[config.mk]
export PLATFORM = sky130hd
export DESIGN_NAME = serial_sub_ctrl
export DESIGN_NICKNAME = d
export VERILOG_FILES = /design/src/rtl/sub_pkg.sv /design/src/rtl/full_sub_cell.sv /design/src/rtl/serial_sub_ctrl.sv
export SDC_FILE = /design/constraint.sdc
export NUM_CORES = 1
export LEC_CHECK = 0
export CORE_MARGIN = 4
export CORE_UTILIZATION = 55
export CTS_CLUSTER_SIZE = 30
export DETAILED_ROUTE_END_ITERATION = 8
export DONT_BUFFER_PORTS = 1
export MAX_ROUTING_LAYER = met4
export PLACE_DENSITY = 0.85
export SYNTH_ARGS = -nofsm -noshare
export SYNTH_HDL_FRONTEND = slang
export SYNTH_SLANG_ARGS = --single-unit
[constraint.sdc]
create_clock -name clk -period 1.53 [get_ports clk]
set_clock_uncertainty 0.2 [all_clocks]
set_input_delay 0.2295 -clock clk [delete_from_list [all_inputs] [get_ports clk]]
set_output_delay 0.2295 -clock clk [all_outputs]
set_load 0.05 [all_outputs]
[src/rtl/sub_pkg.sv]
// rtl/sub_pkg.sv - shared state encoding and default width for the serial subtractor
package sub_pkg;

  localparam int DEFAULT_WIDTH = 8;

  typedef enum logic [1:0] {
    ST_IDLE = 2'd0,
    ST_RUN  = 2'd1,
    ST_DONE = 2'd2
  } state_t;

endpackage

[src/rtl/full_sub_cell.sv]
// rtl/full_sub_cell.sv - combinational full subtractor built from two half subtractors
module full_sub_cell (
  input  logic a,
  input  logic b,
  input  logic bin,
  output logic d,
  output logic bout
);

  logic w_d1;
  logic w_b1;
  logic w_b2;

  // first half subtractor: a - b
  assign w_d1 = a ^ b;
  assign w_b1 = ~a & b;

  // second half subtractor: (a - b) - bin
  assign d    = w_d1 ^ bin;
  assign w_b2 = ~w_d1 & bin;

  // a borrow from either stage propagates to the next bit
  assign bout = w_b1 | w_b2;

endmodule

[src/rtl/serial_sub_ctrl.sv]
// rtl/serial_sub_ctrl.sv - bit-serial LSB-first subtractor with start/busy/done handshake
module serial_sub_ctrl
  import sub_pkg::*;
#(
  parameter  int WIDTH = DEFAULT_WIDTH,
  localparam int CNT_W = $clog2(WIDTH + 1)
) (
  input  logic             clk,
  input  logic             rst,
  input  logic             start,
  input  logic [WIDTH-1:0] a_in,
  input  logic [WIDTH-1:0] b_in,
  output logic             busy,
  output logic             done,
  output logic [WIDTH-1:0] diff,
  output logic             borrow_out
);

  state_t           r_state;
  logic [WIDTH-1:0] r_a_sh;
  logic [WIDTH-1:0] r_b_sh;
  // holds the upper WIDTH-1 result bits; the newest bit enters at the top
  logic [WIDTH-2:0] r_res_sh;
  logic             r_br;
  logic [CNT_W-1:0] r_cnt;
  logic             r_busy;
  logic             r_done;
  logic [WIDTH-1:0] r_diff;
  logic             r_borrow_out;

  logic             w_d;
  logic             w_br;
  logic [WIDTH-1:0] w_res_next;
  logic             w_last;

  full_sub_cell u_cell (
    .a    (r_a_sh[0]),
    .b    (r_b_sh[0]),
    .bin  (r_br),
    .d    (w_d),
    .bout (w_br)
  );

  assign w_res_next = {w_d, r_res_sh};
  assign w_last     = (r_cnt == CNT_W'(WIDTH - 1));

  // control FSM plus the operand/result shift datapath, all outputs registered
  always_ff @(posedge clk) begin
    if (rst) begin
      r_state      <= ST_IDLE;
      r_a_sh       <= '0;
      r_b_sh       <= '0;
      r_res_sh     <= '0;
      r_br         <= 1'b0;
      r_cnt        <= '0;
      r_busy       <= 1'b0;
      r_done       <= 1'b0;
      r_diff       <= '0;
      r_borrow_out <= 1'b0;
    end else begin
      case (r_state)
        ST_IDLE: begin
          r_done <= 1'b0;
          if (start) begin
            r_state  <= ST_RUN;
            r_a_sh   <= a_in;
            r_b_sh   <= b_in;
            r_res_sh <= '0;
            r_br     <= 1'b0;
            r_cnt    <= '0;
            r_busy   <= 1'b1;
          end
        end
        ST_RUN: begin
          r_res_sh <= w_res_next[WIDTH-1:1];
          r_a_sh   <= {1'b0, r_a_sh[WIDTH-1:1]};
          r_b_sh   <= {1'b0, r_b_sh[WIDTH-1:1]};
          r_br     <= w_br;
          r_cnt    <= r_cnt + 1'b1;
          if (w_last) begin
            r_state      <= ST_DONE;
            r_done       <= 1'b1;
            r_diff       <= w_res_next;
            r_borrow_out <= w_br;
          end
        end
        ST_DONE: begin
          r_state <= ST_IDLE;
          r_done  <= 1'b0;
          r_busy  <= 1'b0;
        end
        default: begin
          r_state <= ST_IDLE;
          r_done  <= 1'b0;
          r_busy  <= 1'b0;
        end
      endcase
    end
  end

  assign busy       = r_busy;
  assign done       = r_done;
  assign diff       = r_diff;
  assign borrow_out = r_borrow_out;

endmodule

==> metrics.md <==
| Metric | Value |
|---|---|
| Final setup viols | 0 |
| Ant. Diodes | 0 |
| First-pass GRT wire length | 6700 um |
| CP max FO | 5 |
| Max-cap violations | 0 |
| Critical setup path kind | reg2reg |
| Starting Density | 59.0% |
| Reg-to-Reg Start | r_state[1]$_SDFFE_PP0P_ |
| NetSw | 0.554 mW |
| Antenna violations before repair | 0 |
| Most common cell after layout, fill and taps aside | dfxtp_1 |
| CP Launch Type | flop |
| Post-DP HPWL | 2690 um |
| Leakage | 0.796 nW |
| Switching share of total power | 23.8% |
| Post-synthesis xor/xnor area fraction | 0% |
| Ports | 30 |
| Post-layout min period | 1.50 ns |
| Violated checks | negative hold slack |
| Syn-to-layout area delta | 23.4% |
| Syn Inst Count | 175 |
| Die area | 3980 um^2 |
| Slew Limit Fails | 0 |
| # port buffers | 0 |
| Ranking of synthesized cells by area | dfxtp_1 (49%), a22o_1 (5.2%), o2bb2ai_1 (4.7%) |
| Post-route ant nets | 0 |
| Required time worst endpoint | 1.63 ns |
| Synth Area per Inst | 9.54 um^2 |
| HP Start | rst |
| Post-synth cell types | 37 |
| R2R Path End | r_b_sh[7]$_SDFFE_PP0P_ |
| Syn Nets | approximately 200 |
| Tightest Hold Check Type | in2reg |
| Final wirelength | 4180 um |
| GPL Wtd Cong | 0.847 |
| Grt ovf | 0 |
| Detailed Route Iter0 Violations | 64 |
| CTS root buf | clkbuf_4 |
| GR Util All Layers | a little over a fifth |
| Final Cycle Share | 98.1% |
| Reg clk slew, reported paths | 0.12 ns |
| Worst EP arrival | 1.60 ns |
| Flop2flop setup slack | 0.03 ns |
| Mux contribution to synthesized area | less than 1% |
| RSZ-0062 raised after global routing | no |
| Seq/Total Area, Yosys | 49.1% |
| Setup Fix Bufs, Post-CTS | 0 |
| Final nets | 223 |
| Sequential power share | between 50% and 60% |
| CORE AREA | 2830 um^2 |
| Vias | between 1.5k and 2k |
| Vias per cell | 6.52 |
| R2R depth | 4 |
| Final Util | 72.9% |
| WL/cell | 17.8 um |
| Int Pwr | about 1.8 mW |
| FP Rows | 19 |
| Status | finished with violations |
| Max_slew headroom | 64.6% |
| Vias in the first global route | ~1.5k |
| Clock sink count | 41 |
| Post-Synth Simple-Gate Area | between 10% and 20% |
| Cts hold-fix bufs | 11 |
| Hold slack final | -0.268 ns |
| Endpoint class of the critical path | flop |
| Worst Tran Pin Value | 0.531 ns |
| CTS tree | built |
| Clk Latency, worst-skew pair | approximately 0.35 ns |
| Compound-Gate Fraction of Synth Area | 29.6% |
| Fin. Hold Viols | 26 |
| Peak VDD IR | 823 uV |
| Pwr dens | 1130 nW/um^2 |
| Adder-Cell Fraction of Synth Area | 1.95% |
| Share of the synthesized area in the top cell type | approximately 49% |
| Synthesized flop and latch total | a little over 40 |
| Worst hold stages | 1 |
| Synth area leader | dfxtp_1 |
| Final cell area excluding filler cells | slightly above 2000 um^2 |
| Die Ht | 63.1 um |
| Drc violations | 0 |
| CTS H-tree depth | 2 |
| Clock power frac | 36.8% |
| Layout fillers | 193 |
| Pin count of the biggest net entering global routing | 25 |
| Achievable Freq | approximately 0.67 GHz |
| Comb pwr share | 13.1% |
| Most frequent cells in the layout | dfxtp_1 (39), buf_4 (20), nor2_1 (17) |
| Die width | around 63 um |
| CTS Buf Count | 5 |
| Hold Crit Endpoint | r_a_sh[5]$_SDFFE_PP0P_ |
| Layout cell share with drive strength beyond 1 | a little over a fifth |
| TritonRoute pass-1 iters | 5 |
| Largest family of logic cells by synthesized area | compound AO/OA/AOI/OAI gates |
| Yosys Warn Count | 0 |
| Mapped Area | 1670 um^2 |
| Dpl cell area | 1790 um^2 |
| Max Buffers Root-to-Sink | 2 |
-- critical path, cell delays in order, from the launching register on --
cell	delay, ns
dfxtp_1	0.39
buf_4	0.17
nor4b_2	0.37
buf_4	0.19
a22o_1	0.14
-- state kept, by name (all words and copies together), names as in the netlist --
register    count
done            1
r_res_sh        7
r_br            1
diff            8
borrow_out      1
r_cnt           4
r_a_sh          8
r_state         2
busy            1
r_b_sh          8
-- how the worst max path moves through the flow --
stage                            start                      end  slack [ns]  cells after the start
3_5_place_dp     r_cnt[0]$_SDFFE_PP0P_        done$_SDFFE_PP0N_      -0.002                      4
2_1_floorplan    r_cnt[0]$_SDFFE_PP0P_  borrow_out$_SDFFE_PP0P_         0.1                      5
6_report       r_state[1]$_SDFFE_PP0P_   r_b_sh[7]$_SDFFE_PP0P_        0.03                      4
3_3_place_gp     r_cnt[0]$_SDFFE_PP0P_        done$_SDFFE_PP0N_        0.07                      4
5_1_grt         r_b_sh[0]$_SDFFE_PP0P_     diff[7]$_SDFFE_PP0P_       0.003                      4
4_1_cts          r_cnt[0]$_SDFFE_PP0P_        done$_SDFFE_PP0N_        0.02                      4
-- stage by stage --
| stage | setup slack (ns) | cells | power, mW | hold WS (ns) | TNS [ns] |
|---|---|---|---|---|---|
| after floorplan | 0.0971 | 175 | 1.39 | 0.162 | 0 |
| after detailed placement | -0.00246 | 213 | 1.44 | 0.104 | -0.00246 |
| after CTS | 0.0158 | 233 | 2.31 | -0.274 | 0 |
| final | 0.0286 | 234 | 2.32 | -0.268 | 0 |
| after global placement | 0.0689 | 213 | 1.42 | 0.105 | 0 |
| after global routing | 0.00272 | 234 | 2.41 | -0.285 | 0 |
-- cell type report --
class | instances | area (um^2) | share of cell area [%]
well taps | 31 | 38.8 | 1.88
repair buffers | 32 | 272 | 13.2
clock buffers | 5 | 37.5 | 1.82
repair inverters | 1 | 7.51 | 0.364
inverters | 5 | 22.5 | 1.09
multi-input cells | 116 | 796 | 38.6
clock inverters | 3 | 65.1 | 3.16
flip-flops and latches | 41 | 823 | 39.9
-- cells by family after synthesis --
group	after synthesis
adders and majority gates	2
buffers and inverters	19
DFF	41
muxes	1
and+or+nand+nor	43
AOI/OAI and AO/OA	69
-- per-layer routing --
| metal | vias up | track usage (%) | share of wire [%] |
|---|---|---|---|
| li1 | 711 | - | - |
| met1 | 717 | 23.5 | 40 |
| met2 | 76 | 36.4 | 49 |
| met3 | 22 | 7.10 | 6.8 |
| met4 | 0 | 10.2 | 4.4 |
| met5 | - | - | 0 |
-- Yosys cell counts, drive strengths merged --
| library cell | number |
|---|---|
| nand3 | 10 |
| a21o | 1 |
| or3 | 1 |
| clkbuf | 5 |
| dfxtp | 41 |
| o22ai | 5 |
| fa | 1 |
| o31ai | 8 |
| inv | 5 |
| o21ai | 5 |
| and3b | 1 |
| mux2i | 1 |
| o32a | 1 |
| o2bb2ai | 9 |
| nor2 | 18 |
| a221oi | 1 |
| buf | 9 |
| nor3 | 1 |
| o21bai | 2 |
| a31oi | 1 |
| a221o | 1 |
| a31o | 1 |
| nor2b | 1 |
| o21ba | 1 |
| and2 | 1 |
| a211oi | 8 |
| ha | 1 |
| a22o | 10 |
| and3 | 1 |
| nor4b | 1 |
| nand2b | 2 |
| a21oi | 15 |
| nand2 | 6 |
-- repair_timing --
action,4_1_cts,5_1_grt
gates resized for setup,3,10
cloned,1,1
hold endpoints to repair,32,30
endpoints found under the setup margin,7,31
-- power groups by stage --
stage	clock, mW	sequential, mW	combinational, mW
after floorplan	0	1.18	0.206
after global placement	0	1.18	0.241
after detailed placement	0	1.18	0.254
after CTS	0.859	1.16	0.287
after global routing	0.908	1.17	0.331
final	0.854	1.17	0.304
Note: power is estimated with default switching activity, not from simulation.
